--- src/rtl/mage_pkg.sv ---
// Shared types and helpers for the multi-bank data memory front end.
package mage_pkg;

    localparam int DMEM_N_PORTS   = 4;
    localparam int DMEM_N_BANKS   = 8;
    localparam int DMEM_BANK_SIZE = 256;
    localparam int DMEM_DW        = 32;
    localparam int DMEM_BW        = $clog2(DMEM_N_BANKS);
    localparam int DMEM_RW        = $clog2(DMEM_BANK_SIZE);
    localparam int DMEM_AW        = $clog2(DMEM_N_BANKS * DMEM_BANK_SIZE);

    typedef struct packed {
        logic               we;
        logic [DMEM_AW-1:0] addr;
        logic [DMEM_DW-1:0] wdata;
    } dmem_port_req_t;

    // Low-order interleave: consecutive words land in consecutive banks.
    function automatic logic [DMEM_BW-1:0] dmem_bank_of(input logic [DMEM_AW-1:0] addr);
        return DMEM_BW'(addr);
    endfunction

endpackage

--- src/rtl/dmem_bank_arbiter_rr.sv ---
// Round-robin arbiter with its own pointer; search starts one past the last winner.
module rr_arbiter #(
    parameter  int N_REQ = 4,
    localparam int IW    = (N_REQ > 1) ? $clog2(N_REQ) : 1
) (
    input  logic             clk_i,
    input  logic             rst_i,
    input  logic             en_i,
    input  logic [N_REQ-1:0] req_i,
    output logic [N_REQ-1:0] gnt_o,
    output logic [IW-1:0]    idx_o
);

    logic [IW-1:0] rr_ptr;
    logic          found;
    int            cand;

    always_comb begin
        gnt_o = '0;
        idx_o = '0;
        found = 1'b0;
        cand  = 0;
        for (int k = 1; k <= N_REQ; k++) begin
            cand = (int'(rr_ptr) + k) % N_REQ;
            if (en_i && !found && req_i[IW'(cand)]) begin
                found             = 1'b1;
                gnt_o[IW'(cand)]  = 1'b1;
                idx_o             = IW'(cand);
            end
        end
    end

    // Pointer only moves on a grant so an idle bank keeps its fairness history.
    always_ff @(posedge clk_i or posedge rst_i) begin
        if (rst_i)
            rr_ptr <= IW'(N_REQ - 1);
        else if (found)
            rr_ptr <= idx_o;
    end

endmodule

--- src/rtl/dmem_bank_arbiter.sv ---
// Request-side front end of the banked data memory: address decode, per-bank
// round-robin arbitration, bank port muxing and 1-cycle read data return.
module dmem_bank_arbiter
    import mage_pkg::*;
#(
    parameter  int N_PORTS   = DMEM_N_PORTS,
    parameter  int N_BANKS   = DMEM_N_BANKS,
    parameter  int BANK_SIZE = DMEM_BANK_SIZE,
    parameter  int DW        = DMEM_DW,
    localparam int BW        = $clog2(N_BANKS),
    localparam int RW        = $clog2(BANK_SIZE),
    localparam int AW        = BW + RW,
    localparam int PW        = $clog2(N_PORTS)
) (
    input  logic                             clk_i,
    input  logic                             rst_i,
    input  logic [N_PORTS-1:0]               port_req_i,
    input  logic [N_PORTS-1:0]               port_we_i,
    input  logic [N_PORTS-1:0][AW-1:0]       port_addr_i,
    input  logic [N_PORTS-1:0][DW-1:0]       port_wdata_i,
    output logic [N_PORTS-1:0]               port_gnt_o,
    output logic [N_PORTS-1:0]               port_rvalid_o,
    output logic [N_PORTS-1:0][DW-1:0]       port_rdata_o,
    output logic [N_BANKS-1:0]               dmem_req_o,
    output logic [N_BANKS-1:0]               dmem_we_o,
    output logic [N_BANKS-1:0]               dmem_be_o,
    output logic [N_BANKS-1:0][RW-1:0]       dmem_addr_o,
    output logic [N_BANKS-1:0][DW-1:0]       dmem_wdata_o,
    input  logic [N_BANKS-1:0][DW-1:0]       dmem_rdata_i
);

    dmem_port_req_t [N_PORTS-1:0]          port_req_s;
    logic [N_PORTS-1:0][BW-1:0]            port_bank;
    logic [N_BANKS-1:0][N_PORTS-1:0]       bank_req;
    logic [N_BANKS-1:0][N_PORTS-1:0]       bank_gnt;
    logic [N_BANKS-1:0][PW-1:0]            bank_idx;
    logic [N_PORTS-1:0]                    rd_pend;
    logic [N_PORTS-1:0][BW-1:0]            rd_bank;

    always_comb begin
        port_req_s = '0;
        port_bank  = '0;
        for (int p = 0; p < N_PORTS; p++) begin
            port_req_s[p].we    = port_we_i[p];
            port_req_s[p].addr  = port_addr_i[p];
            port_req_s[p].wdata = port_wdata_i[p];
            port_bank[p]        = dmem_bank_of(port_req_s[p].addr);
        end
    end

    always_comb begin
        bank_req = '0;
        for (int b = 0; b < N_BANKS; b++)
            for (int p = 0; p < N_PORTS; p++)
                bank_req[b][p] = port_req_i[p] && (port_bank[p] == BW'(b));
    end

    // Arbiters are disabled during reset so grants and bank requests stay low.
    for (genvar b = 0; b < N_BANKS; b++) begin : g_bank
        rr_arbiter #(.N_REQ(N_PORTS)) u_arb (
            .clk_i (clk_i),
            .rst_i (rst_i),
            .en_i  (!rst_i),
            .req_i (bank_req[b]),
            .gnt_o (bank_gnt[b]),
            .idx_o (bank_idx[b])
        );
    end

    always_comb begin
        dmem_req_o   = '0;
        dmem_we_o    = '0;
        dmem_addr_o  = '0;
        dmem_wdata_o = '0;
        for (int b = 0; b < N_BANKS; b++) begin
            if (|bank_gnt[b]) begin
                dmem_req_o[b]   = 1'b1;
                dmem_we_o[b]    = port_req_s[bank_idx[b]].we;
                dmem_addr_o[b]  = port_req_s[bank_idx[b]].addr[AW-1:BW];
                dmem_wdata_o[b] = port_req_s[bank_idx[b]].wdata;
            end
        end
    end

    assign dmem_be_o = '1;

    always_comb begin
        port_gnt_o = '0;
        for (int p = 0; p < N_PORTS; p++)
            port_gnt_o[p] = bank_gnt[port_bank[p]][p];
    end

    always_ff @(posedge clk_i or posedge rst_i) begin
        if (rst_i) begin
            rd_pend <= '0;
            rd_bank <= '0;
        end else begin
            rd_pend <= port_gnt_o & ~port_we_i;
            rd_bank <= port_bank;
        end
    end

    always_comb begin
        port_rvalid_o = rd_pend;
        port_rdata_o  = '0;
        for (int p = 0; p < N_PORTS; p++)
            if (rd_pend[p])
                port_rdata_o[p] = dmem_rdata_i[rd_bank[p]];
    end

endmodule

--- config.mk ---
export PLATFORM = sky130hd
export DESIGN_NAME = dmem_bank_arbiter
export DESIGN_NICKNAME = d
export VERILOG_FILES = /design/src/rtl/mage_pkg.sv /design/src/rtl/dmem_bank_arbiter_rr.sv /design/src/rtl/dmem_bank_arbiter.sv
export SDC_FILE = /design/constraint.sdc
export NUM_CORES = 1
export LEC_CHECK = 0
export BUFFER_PORTS_ARGS = -buffer_cell sky130_fd_sc_hd__buf_2
export CORE_AREA = 8 8 355 357
export CTS_CLUSTER_SIZE = 16
export DETAILED_ROUTE_END_ITERATION = 6
export DIE_AREA = 0 0 363 365
export PLACE_DENSITY = 0.47
export SYNTH_ARGS = -nofsm -noshare
export SYNTH_HDL_FRONTEND = slang
export SYNTH_SLANG_ARGS = --single-unit
--- constraint.sdc ---
create_clock -name clk_i -period 5 [get_ports clk_i]
set_clock_uncertainty 0.1 [all_clocks]
set_input_delay 0.25 -clock clk_i [delete_from_list [all_inputs] [get_ports clk_i]]
set_output_delay 0.25 -clock clk_i [all_outputs]
set_load 0.1 [all_outputs]
==> results.toml, run 1 <==
[run_status]
outcome = "complete, no violations"

[route]
wl_um = 176500
drtIter0Drc = 3307
drt_pre_antenna_iters = 6
vias = 31209
antenna_left = 0
vias_per_cell = 5.858
wl_per_cell_um = 33.12
drc = 0

[sta]
tightest_slew_ps = 1233
hold_slack_ps = 143.6
timing.slew.headroom_pct = 17.79
finalHoldViolCount = 0
drv_slew = 0
rsz0062_at_grt = "false"
setup_violations = 0
timing.fmax_ghz = 0.2093
finalCritPeriodShare_pct = 95.56
layout_min_cycle_time_ps = 4778

[critical_path]
path_class = "register to output pin"
crit_fanout = 25
crit_required_ps = 4650
endpoint_kind = "output pin"
crit_path_start_kind = "register"
arrival_ps = 4430
r2r_slack_ps = 840

[cts]
cts_tree = "done"
cts_sinks = 32
cts_root_buffer = "clkbuf_16"
cts_buffers = 5
clk_latency_ps = 320
clkTransAtPathRegs_ps = 70
h-tree-depth = 2
clk_path_buf_depth = 2

[synth]
synth_fa_ha_area_share_pct = 3.031
synthXorXnorAreaFrac_pct = 0.09944
synth.distinct_cells = 98
synth_flop_cell = "dfstp_2"
synthArstFlopShare_pct = 100.0
post-synth-top-area-fraction_pct = 29.83
synth-simple-area-share_pct = 21.86
synthCells = 2929
synth.top_cells.by_area = "mux4_2, mux2i_1, nor2b_1"
synth-compound-area-share_pct = 19.02
ys_warn_count = 0
ys_seq_area_share_pct = 3.106
synth_largest_area_cell = "mux4_2"
ys_seq_elements = 32
synth_edf_count = 0
synth_top_family_by_area = "multiplexers"
avgSynthCellArea_um2 = 9.021
syn_area_um2 = 26420
synthMuxAreaShare_pct = 46.34

[grt]
overflow = 0
gr-usage-met1_pct = 29.64
gr-max-usage-layer = "met2"
use_met3_pct = 7.401
use_met2_pct = 41.69
grt_use_total_pct = 24.82
antenna_found_initial = 95
grt_max_degree = 76
grt_pass1_wl_um = 242000
grt_pass1_vias = 29331

[floorplanning]
die_area_um2 = 132500
ios = 918
rows = 128
die_w_um = 363
core_um2 = 120600
start_util_pct = 21.91
die_h_um = 365

[pwr]
p_leak_uw = 0.01569
finalPower_uw = 22080
ir_worst_vdd_mv = 0.6350
power_density_nw_per_um2 = 599.3

[job]
cap_violations = 0

[cells_and_area]
final_common_cell = "buf_2"
final_cell_mix = "buf_2, mux2i_1, mux4_2"
fin_nets = 4159
design_area_um2 = 36840
final_core_util_pct = 30.55
nFillCells = 12649
drive_gt1_share_pct = 45.35
area_growth_pct = 39.43

[placement]
finalWeightedCongestion = 0.9721
placed_area_um2 = 36500
post-dp-hpwl_um = 137200
port-buffer-count = 909

[min_path]
hold_class = "primary input to register"
==> critical path, stage by stage (launching register included) <==
cell and delay [ps]:
dfstp_2 530, inv_1 110, ha_1 450, mux4_2 430, nor3b_1 170, o21a_1 230, o22ai_4 900, buf_4 440
mux2i_1 130, a211oi_2 240, buf_2 470
==> routing by layer <==
metal / share of wire (%) / vias up
met3: 10 / 351
li1: - / 12980
met2: 48 / 1915
met5: 0.11 / -
met1: 37 / 15931
met4: 4.6 / 32
==> power by group <==
group / switching [µW] / internal [µW]
clock: 176 / 187
sequential: 306 / 386
combinational: 14700 / 6370
==> metrics by stage <==
stage | worst slack [ps] | std cells | TNS [ps]
after floorplan | -800.4 | 2936 | -33280
after global placement | 560.1 | 5267 | 0
after detailed placement | 543.8 | 5267 | 0
after CTS | 187.6 | 5276 | 0
after global routing | 25.71 | 5312 | 0
final | 221.8 | 5328 | 0
==> cell families (layout without fill, tap and decap cells) <==
logic type | Yosys count | count (layout)
flip-flops | 32 | 32
adder cells (fa/ha/maj) | 64 | 64
AND/OR/NAND/NOR | 1077 | 1077
buffers and inverters | 372 | 1094
AO/OA/AOI/OAI | 600 | 600
XOR/XNOR | 3 | 3
other | 1 | 53
multiplexers | 780 | 780
==> sequential cells by signal, summed over array words and instances (netlist names) <==
name                 count
g_bank.u_arb.rr_ptr     16
rd_bank                 12
port_rvalid_o            4
==> final cells by class <==
| class | instances | area, µm² | area share (%) |
|---|---|---|---|
| Multi-Input combinational cell | 2532 | 24360 | 66.13 |
| Clock inverter | 3 | 23.77 | 0.06453 |
| Tap cell | 1625 | 2033 | 5.519 |
| Sequential cell | 32 | 863.3 | 2.343 |
| Clock buffer | 5 | 125.1 | 0.3396 |
| Antenna cell | 45 | 112.6 | 0.3057 |
| Inverter | 40 | 150.1 | 0.4075 |
| Timing Repair Buffer | 1046 | 9169 | 24.89 |
==> path summary, 6_finish.rpt <==
check	cells past startpoint	start	end
setup / recovery	10	g_bank[6].u_arb.rr_ptr[1]$_DFFE_PP1P_	dmem_wdata_o[193]
hold / removal	1	port_addr_i[22]	rd_bank[6]$_DFF_PP0_
setup reg to reg	11	g_bank[5].u_arb.rr_ptr[1]$_DFFE_PP1P_	port_rvalid_o[2]$_DFF_PP0_
hold reg to reg	1	g_bank[5].u_arb.rr_ptr[0]$_DFFE_PP1P_	g_bank[5].u_arb.rr_ptr[0]$_DFFE_PP1P_
max in group asynchronous	4	rst_i	g_bank[5].u_arb.rr_ptr[0]$_DFFE_PP1P_
min in group asynchronous	3	rst_i	rd_bank[2]$_DFF_PP0_
==> synth_stat cells, types with 15 or more instances <==
cell / number
a211oi_1: 224
a211oi_2: 79
a21oi_1: 30
a22oi_1: 16
and2_1: 51
and3_1: 53
buf_1: 42
buf_2: 69
buf_4: 34
clkbuf_1: 173
dfrtp_1: 16
dfstp_2: 16
ha_1: 64
inv_1: 36
mux2_2: 47
mux2i_1: 383
mux4_2: 350
nand2_1: 345
nand2b_1: 16
nand3_1: 64
nand4_1: 16
nor2_1: 98
nor2b_1: 315
nor3_1: 23
o211a_1: 45
o211ai_1: 15
o21ai_0: 37
==> timing repair <==
| action | in CTS | in global routing |
|---|---|---|
| hold endpoints to repair | 2 | 0 |
| resized for setup | 0 | 1 |
| setup buffers | 0 | 7 |
| hold buffers | 1 | 0 |
| setup endpoints to repair | 0 | 39 |
Note: power is estimated with default switching activity, not from simulation.
==> run 2: changes to the inputs <==
- BUFFER_PORTS_ARGS: -buffer_cell sky130_fd_sc_hd__buf_2 -> -buffer_cell sky130_fd_sc_hd__buf_4
==> results.toml, run 2 (synthesized netlist as in run 1, its figures left out) <==
[grt]
grt_max_degree = 93
grt_use_total_pct = 24.96
grt_pass1_vias = 29529
antenna_found_initial = 53
overflow = 0
grt_pass1_wl_um = 242600

[cts]
clk_path_buf_depth = 2
clk_latency_ps = 310
h-tree-depth = 2
cts_root_buffer = "clkbuf_16"
clkTransAtPathRegs_ps = 60
cts_buffers = 5
cts_sinks = 32
cts_tree = "done"

[critical_path]
crit_required_ps = 4650
rr_worst_depth = 11
timing.rr.end = "port_rvalid_o[3]$_DFF_PP0_"
crit_path_start_kind = "register"
r2r_slack_ps = 890
crit_fanout = 37
r2r_start = "g_bank[7].u_arb.rr_ptr[0]$_DFFE_PP1P_"
arrival_ps = 4480
path_class = "register to output pin"
endpoint_kind = "output pin"

[run_status]
outcome = "complete, no violations"

[cells_and_area]
multi_input_area_um2 = 24390
drive_gt1_share_pct = 45.37
final_core_util_pct = 29.78
final_cell_mix = "buf_4, mux2i_1, mux4_2"
area_growth_pct = 35.90
seq_area_um2 = 867.1
fin_nets = 4153
fin_cells = 5306
nFillCells = 12856
regMostFlops = "g_bank.u_arb.rr_ptr"
largest_register_ffs = 16
final_common_cell = "buf_4"

[floorplanning]
die_area_um2 = 132500
core_um2 = 120600
die_w_um = 363
ios = 918
rows = 128
die_h_um = 365
start_util_pct = 21.91

[sta]
finalCritPeriodShare_pct = 96.61
finalHoldViolCount = 0
layout_min_cycle_time_ps = 4831
drv_slew = 0
timing.slew.headroom_pct = 31.18
setup_violations = 0
timing.fmax_ghz = 0.2070
rsz0062_at_grt = "false"
tightest_slew_ps = 1032

[min_path]
whs_path_depth = 1
hold_class = "primary input to register"
min_to = "rd_bank[3]$_DFF_PP0_"
min-delay-start = "port_addr_i[11]"

[route]
drt_pre_antenna_iters = 5
drtIter0Drc = 3331
drc = 0
wl_per_cell_um = 33.45
antenna_left = 0
vias = 30922
vias_per_cell = 5.828
wl_um = 177500

[placement]
finalWeightedCongestion = 0.9417
port-buffer-count = 909
place_inst = 5264
post-dp-hpwl_um = 137000

[job]
cap_violations = 0

[pwr]
p_leak_uw = 0.01541
power_density_nw_per_um2 = 566.0
ir_worst_vdd_mv = 1.047
==> run 2: cell types whose count changed in the layout (fill, tap and decap cells not counted), sizes merged <==
| cell | before | now |
|---|---|---|
| buf | 1045 | 1040 |
| diode | 45 | 29 |
| dlygate4sd3 | 1 | 0 |
==> run 2: where the power goes <==
group / switching, µW / internal [µW]
registers: 325 / 390
clock network: 163 / 186
logic: 14200 / 5020
==> run 2: cell type report <==
cell class / instances / area share, %
timing repair buffer: 1040 / 22.98
inverter: 40 / 0.4181
clock buffer: 5 / 0.3484
multi-input combinational: 2532 / 67.91
clock inverter: 3 / 0.06620
tap: 1625 / 5.662
sequential: 32 / 2.415
antenna: 29 / 0.2021
==> run 2: how the worst max path moves through the flow <==
stage	to	cells past startpoint	startpoint
after floorplan	dmem_addr_o[0]	14	g_bank[0].u_arb.rr_ptr[0]$_DFFE_PP1P_
after global placement	dmem_wdata_o[131]	9	g_bank[4].u_arb.rr_ptr[0]$_DFFE_PP1P_
after detailed placement	dmem_wdata_o[226]	12	g_bank[7].u_arb.rr_ptr[0]$_DFFE_PP1P_
after CTS	dmem_wdata_o[144]	9	g_bank[4].u_arb.rr_ptr[0]$_DFFE_PP1P_
after global routing	dmem_wdata_o[197]	11	g_bank[6].u_arb.rr_ptr[1]$_DFFE_PP1P_
final	dmem_wdata_o[196]	11	g_bank[6].u_arb.rr_ptr[1]$_DFFE_PP1P_
==> run 2: stage by stage <==
| stage | setup TNS [ps] | hold slack, ps | instance area (µm²) | total power [µW] | setup slack (ps) |
|---|---|---|---|---|---|
| after floorplan | -33280 | 181.4 | 26690 | 14480 | -800.4 |
| after global placement | 0 | 424.8 | 35590 | 19740 | 393.7 |
| after detailed placement | 0 | 424.8 | 35590 | 19730 | 353.7 |
| after CTS | 0 | 102.4 | 35750 | 20160 | 66.98 |
| after global routing | 0 | 110.2 | 35880 | 21010 | 10.46 |
| final | 0 | 117.5 | 35910 | 20320 | 169.3 |
==> run 2: layer usage <==
| layer | track usage [%] | vias to the layer above | wire length [µm] |
|---|---|---|---|
| li1 | - | 12961 | - |
| met5 | 0 | - | 128 |
| met3 | 6.544 | 356 | 17290 |
| met1 | 30.77 | 15526 | 67970 |
| met4 | 10.19 | 22 | 9003 |
| met2 | 41.34 | 2057 | 83100 |
==> run 2: worst max-delay path, cell delays in order, from the launching register on <==
cell	delay, ps
dfstp_4	710
inv_1	140
ha_1	420
mux4_2	460
or4_4	580
nor3_4	250
a31o_1	230
a311oi_1	60
and3_4	400
buf_4	330
a211oi_2	160
buf_4	320
==> run 2: repair_timing <==
item                       4_1_cts  5_1_grt
setup buffers                    2        3
setup endpoints to repair        1       99
gates resized for setup          0       12
hold buffers                     0        0
pin swaps                        1        1
